$ cat src/rtl/inst_fetch_unit_if.sv
// Instruction SRAM port between the fetch unit (master) and the synchronous
// instruction memory (slave); read data arrives one cycle after the address.
interface inst_fetch_unit_if;
    logic        inst_sram_en;
    logic [31:0] inst_sram_addr;
    logic [31:0] inst_sram_rdata;

    modport master (
        output inst_sram_en,
        output inst_sram_addr,
        input  inst_sram_rdata
    );

    modport slave (
        input  inst_sram_en,
        input  inst_sram_addr,
        output inst_sram_rdata
    );
endinterface

$ cat src/rtl/inst_fetch_unit.sv
// IF stage and IF/ID pipeline register: PC generation, SRAM fetch and
// alignment of the returned word with its PC across stalls, redirects and flushes.
module inst_fetch_unit #(
    parameter logic [31:0] RESET_PC  = 32'hBFC0_0000,
    parameter logic [31:0] NOP_INSTR = 32'h0000_0000
) (
    input  logic                      clk,
    input  logic                      resetn,
    input  logic                      stallF,
    input  logic                      stallD,
    input  logic                      flushD,
    input  logic                      branch_takenD,
    input  logic [31:0]               branch_targetD,
    input  logic                      jumpD,
    input  logic [31:0]               jump_targetD,
    input  logic                      exc_flush,
    input  logic [31:0]               exc_pc,
    inst_fetch_unit_if.master         sram,
    output logic [31:0]               pcF,
    output logic [31:0]               instrD,
    output logic [31:0]               pcD,
    output logic                      validD,
    output logic                      adelD
);

    localparam int unsigned XLEN = 32;

    // Priming: the first post-reset cycle only issues the reset-PC read.
    typedef enum logic {
        ST_PRIME = 1'b0,
        ST_RUN   = 1'b1
    } state_t;

    state_t            state_q, state_d;
    logic [XLEN-1:0]   pc_q, pc_d;
    logic [XLEN-1:0]   instr_q, instr_d;
    logic [XLEN-1:0]   pcd_q, pcd_d;
    logic              valid_q, valid_d;
    logic              adel_q, adel_d;
    logic              primed;

    assign primed = (state_q == ST_RUN);

    always_ff @(posedge clk or negedge resetn) begin
        if (!resetn) begin
            state_q <= ST_PRIME;
            pc_q    <= RESET_PC;
            instr_q <= NOP_INSTR;
            pcd_q   <= '0;
            valid_q <= 1'b0;
            adel_q  <= 1'b0;
        end else begin
            state_q <= state_d;
            pc_q    <= pc_d;
            instr_q <= instr_d;
            pcd_q   <= pcd_d;
            valid_q <= valid_d;
            adel_q  <= adel_d;
        end
    end

    always_comb begin
        state_d = ST_RUN;
        pc_d    = pc_q + XLEN'(4);
        instr_d = instr_q;
        pcd_d   = pcd_q;
        valid_d = valid_q;
        adel_d  = adel_q;

        // Next PC; a stalled F drops any D redirect, D re-presents it later.
        if (exc_flush) begin
            pc_d = exc_pc;
        end else if (stallF || !primed) begin
            pc_d = pc_q;
        end else if (jumpD) begin
            pc_d = jump_targetD;
        end else if (branch_takenD) begin
            pc_d = branch_targetD;
        end

        // IF/ID register; the word in F after a redirect is the delay slot.
        if (flushD || exc_flush) begin
            instr_d = NOP_INSTR;
            pcd_d   = pc_q;
            valid_d = 1'b0;
            adel_d  = 1'b0;
        end else if (stallD) begin
            instr_d = instr_q;
        end else if (!primed) begin
            instr_d = NOP_INSTR;
            pcd_d   = pc_q;
            valid_d = 1'b0;
            adel_d  = 1'b0;
        end else if (pc_q[1:0] != 2'b00) begin
            instr_d = NOP_INSTR;
            pcd_d   = pc_q;
            valid_d = 1'b1;
            adel_d  = 1'b1;
        end else begin
            instr_d = sram.inst_sram_rdata;
            pcd_d   = pc_q;
            valid_d = 1'b1;
            adel_d  = 1'b0;
        end
    end

    // Address is the next PC so the SRAM word lines up with pcF one cycle later.
    assign sram.inst_sram_addr = pc_d;
    assign sram.inst_sram_en   = (pc_d[1:0] == 2'b00);

    assign pcF    = pc_q;
    assign instrD = instr_q;
    assign pcD    = pcd_q;
    assign validD = valid_q;
    assign adelD  = adel_q;

endmodule

$ cat src/flat_wrapper.sv
// flat-port wrapper written by rule: the top's interface ports become plain ports
module inst_fetch_unit_flat 
#(
    parameter logic [31:0] RESET_PC  = 32'hBFC0_0000,
    parameter logic [31:0] NOP_INSTR = 32'h0000_0000
)
  (clk, resetn, stallF, stallD, flushD, branch_takenD, branch_targetD, jumpD, jump_targetD, exc_flush, exc_pc, pcF, instrD, pcD, validD, adelD, sram_inst_sram_en, sram_inst_sram_addr, sram_inst_sram_rdata);
  inst_fetch_unit_if sram_i ();
  input  logic clk;
  input  logic resetn;
  input  logic stallF;
  input  logic stallD;
  input  logic flushD;
  input  logic branch_takenD;
  input  logic [31:0] branch_targetD;
  input  logic jumpD;
  input  logic [31:0] jump_targetD;
  input  logic exc_flush;
  input  logic [31:0] exc_pc;
  output logic [31:0] pcF;
  output logic [31:0] instrD;
  output logic [31:0] pcD;
  output logic validD;
  output logic adelD;
  output wire logic [$bits(sram_i.inst_sram_en)-1:0] sram_inst_sram_en;
  output wire logic [$bits(sram_i.inst_sram_addr)-1:0] sram_inst_sram_addr;
  input wire logic [$bits(sram_i.inst_sram_rdata)-1:0] sram_inst_sram_rdata;
  assign sram_inst_sram_en = sram_i.inst_sram_en;
  assign sram_inst_sram_addr = sram_i.inst_sram_addr;
  assign sram_i.inst_sram_rdata = sram_inst_sram_rdata;
  inst_fetch_unit #(.RESET_PC(RESET_PC), .NOP_INSTR(NOP_INSTR)) u_core (.clk(clk), .resetn(resetn), .stallF(stallF), .stallD(stallD), .flushD(flushD), .branch_takenD(branch_takenD), .branch_targetD(branch_targetD), .jumpD(jumpD), .jump_targetD(jump_targetD), .exc_flush(exc_flush), .exc_pc(exc_pc), .sram(sram_i), .pcF(pcF), .instrD(instrD), .pcD(pcD), .validD(validD), .adelD(adelD));
endmodule
$ cat config.mk
export PLATFORM = sky130hd
export DESIGN_NAME = inst_fetch_unit_flat
export DESIGN_NICKNAME = d
export VERILOG_FILES = /design/src/rtl/inst_fetch_unit_if.sv /design/src/rtl/inst_fetch_unit.sv /design/src/flat_wrapper.sv
export SDC_FILE = /design/constraint.sdc
export NUM_CORES = 1
export LEC_CHECK = 0
export ABC_AREA = 1
export BUFFER_PORTS_ARGS = -buffer_cell sky130_fd_sc_hd__clkbuf_2
export CAP_MARGIN = 30
export CORE_ASPECT_RATIO = 2
export CORE_MARGIN = 2
export CORE_UTILIZATION = 43
export DETAILED_ROUTE_END_ITERATION = 10
export GPL_ROUTABILITY_DRIVEN = 0
export PLACE_DENSITY = 0.78
export SETUP_SLACK_MARGIN = 0.15
export SKIP_LAST_GASP = 1
export SYNTH_ARGS = -nofsm -noshare
export SYNTH_HDL_FRONTEND = slang
export SYNTH_SLANG_ARGS = --single-unit
$ cat constraint.sdc
create_clock -name clk -period 1.6 [get_ports clk]
set_input_delay 0.24 -clock clk [delete_from_list [all_inputs] [get_ports clk]]
set_output_delay 0.24 -clock clk [all_outputs]
set_load 0.02 [all_outputs]
==> flow_summary.yaml <==
cells_and_area:
  syn_to_final_growth_pct: 70.6
  nFillCells: 869
  layout-drive-gt1-share_pct: 51.2
  final_cell_area_sq_um: 9550
  insertedDiodeCount: 0
  final_nets: 1311
placed_design:
  place_hpwl_microns: 15800
  dpl_cell_area_sq_um: 8120
  io_buffers: 266
synth:
  avgSynthCellArea_sq_um: 7.12
  synth_seq_cells: 99
  synth_area_leader_cell: "dfrtp_1"
  yosys_warnings: 0
  syn_nets: 923
  synthDistinctLibCells: 34
  synth_edf_count: 0
  netlist.area_leader.share_pct: 40.2
  syn_inst: 786
  seq_area_frac_synth_pct: 44.4
  synth_area_leaders: "dfrtp_1 (40%), nand2_1 (15%), a21oi_1 (7.9%)"
  synth_area_sq_um: 5600
  synth_ff_type: "dfrtp_1"
  postSynth.asyncResetShare_pct: 100
cts:
  clk_latency_ns: 0.35
  cts_tree: "built"
  cts.htree.levels: 3
  cts_buffer_depth: 2
  clkTransAtPathRegs_ns: 0.08
  numCtsBuffers: 9
  cts_root_buf: "clkbuf_16"
  clock_sink_count: 99
global_route:
  grt_pass1_wl_microns: 35600
  grt_usage_pct: 32.2
  grt_max_degree: 50
  overflow: 0
  grt_pass1_vias: 7089
  antenna_found_initial: 0
floorplan:
  core_sq_um: 12800
  io_pins: 267
  die_area_sq_um: 14000
  dieHeight_microns: 165
  die_w_microns: 84.7
  rows: 59
  initial_core_util_pct: 43.6
power:
  ir_drop_uv: 671
  power.total_w: 0.00786
  pwr_density_cell_nw_per_um2: 823
  power.leakage_nw: 4.79
timing:
  fmax_mhz: 402
  min_period_ns: 2.49
  finalSetupViolations: 58
  slew_violations: 0
  min_period_over_period_pct: 156
  finalWorstSetupSlack_ns: -0.888
  rsz0062_at_grt: "true"
  final.setup_skew_ns: 0.00897
  hold_viol: 0
  fin_hold_ws_ns: 0.128
  tns_ns: -26.30
detailed_routing:
  wl_microns: 25400
  ant_nets: 0
  vias: 7592
  drt-vias-per-instance: 5.70
  drcViolationCount: 0
  drt_iter0_markers: 596
  dr.pass1.iters: 5
  wl_per_cell_microns: 19.0
run_status:
  violations: "setup timing"
  outcome: "complete, but fails checks"
setup_path:
  cp.required_ns: 1.36
  worstSetupPathType: "flip-flop to primary output"
  critPathMaxFanout: 5
  end_kind: "primary output"
  worstSetupStartpointType: "flip-flop"
  cp.arrival_ns: 2.25
min_path:
  hp-class: "primary input to flip-flop"
flow_run:
  cap_violations: 0
[synth_stat cells, types with 3 or more instances]
master	count
nand2_1	221
nor2_1	117
dfrtp_1	90
a21oi_1	88
nand3_1	68
o21ai_0	63
inv_1	35
clkbuf_1	28
buf_2	10
dfstp_2	9
mux2_2	7
nor2_2	6
nand2_2	5
o211ai_1	5
xor2_1	4
buf_4	3
nor2_4	3
o21ai_1	3
[worst max-delay path, cell delays in order, from the launching register on]
cell	delay, ns
dfrtp_2	0.43
ha_4	0.17
nand2_4	0.06
nor2_4	0.19
nand2_4	0.13
nor2_4	0.15
nor2_2	0.05
o21ai_1	0.20
nand2_1	0.18
a21oi_4	0.21
buf_8	0.13
[routing by layer]
metal	track usage [%]	vias to the layer above	wire length, microns
met3	5.37	139	2210
met5	0	-	0
li1	-	3343	-
met1	37.3	3521	8780
met4	19.3	0	1820
met2	55.3	589	12500
[registers in the layout, summed over array words and instances, names as in the netlist]
signal / flops
u_core.instrD: 32
u_core.pcD: 32
u_core.pcF: 32
u_core.adelD: 1
u_core.primed: 1
u_core.validD: 1
[final timing paths]
path	end	cells after the start	from	slack (ns)
max reg2reg	u_core.pcF[6]$_DFF_PN0_	14	u_core.pcF[3]$_DFF_PN0_	-0.47
max in group asynchronous	u_core.pcF[2]$_DFF_PN0_	3	resetn	0.66
min in group asynchronous	u_core.pcD[23]$_DFFE_PN0P_	2	resetn	0.39
min reg2reg	u_core.pcD[17]$_DFFE_PN0P_	1	u_core.pcD[17]$_DFFE_PN0P_	0.49
min	u_core.instrD[4]$_DFFE_PN0P_	3	sram_inst_sram_rdata[4]	0.13
max	sram_inst_sram_addr[16]	10	u_core.pcF[3]$_DFF_PN0_	-0.89
[area by class of cell]
class | instances | area (sq um) | share of cell area [%]
clock buffers | 10 | 239 | 2.50
clock inverters | 6 | 55.1 | 0.576
inverters | 37 | 146 | 1.53
multi-input cells | 606 | 3340 | 34.9
flip-flops and latches | 99 | 2510 | 26.3
well taps | 152 | 190 | 1.99
repair buffers | 421 | 3080 | 32.2
[timing repair]
action	CTS	global route
endpoints found under the hold margin	18	0
cloned	2	0
hold buffers	1	0
buffers inserted	25	16
resized for setup	133	86
endpoints found under the setup margin	63	71
pin swaps	53	52
[cells in the final DEF (no fill, tap or decap), types with 4 or more instances in the layout]
cell type	netlist	layout
clkbuf_8	0	19
mux2_2	7	7
o21ai_2	0	9
inv_2	2	4
nand3_2	1	9
nor2_2	6	14
dfstp_2	9	9
nor2_1	117	89
buf_8	0	7
nand2_1	221	175
clkbuf_16	0	9
o211ai_1	5	5
o21ai_1	3	14
dfrtp_1	90	74
a21oi_2	1	9
a21oi_1	88	74
clkbuf_2	0	227
inv_1	35	30
nor2_4	3	23
nand2_2	5	41
dfrtp_2	0	16
nand3_1	68	59
buf_4	3	115
buf_12	0	12
o21ai_0	63	42
buf_6	1	33
nand2_4	0	10
a21oi_4	0	6
[per-stage QoR]
stage	std cells	utilization [%]	setup WS (ns)
final	1331	74.4	-0.888
after global routing	1331	74.4	-0.961
after CTS	1315	71.4	-0.636
after detailed placement	1271	63.2	-0.367
after global placement	1271	63.2	-0.334
after floorplan	786	-	-0.144
[power by group]
part           internal, W  switching (W)
combinational      0.00121        0.00157
sequential         0.00272       0.000177
clock              0.00113        0.00105
[cell families (layout without fill, tap and decap cells)]
family	after synthesis	count (layout)	share of synthesized area, %
simple gates	426	426	31.6
mux	9	9	1.81
xor+xnor	4	4	0.626
flops	99	99	44.4
fa+ha+maj	1	1	0.223
compound gates	165	165	15.3
buf+inv	81	474	5.99
other cells	1	1	0.0670
Note: power is estimated with default switching activity, not from simulation.
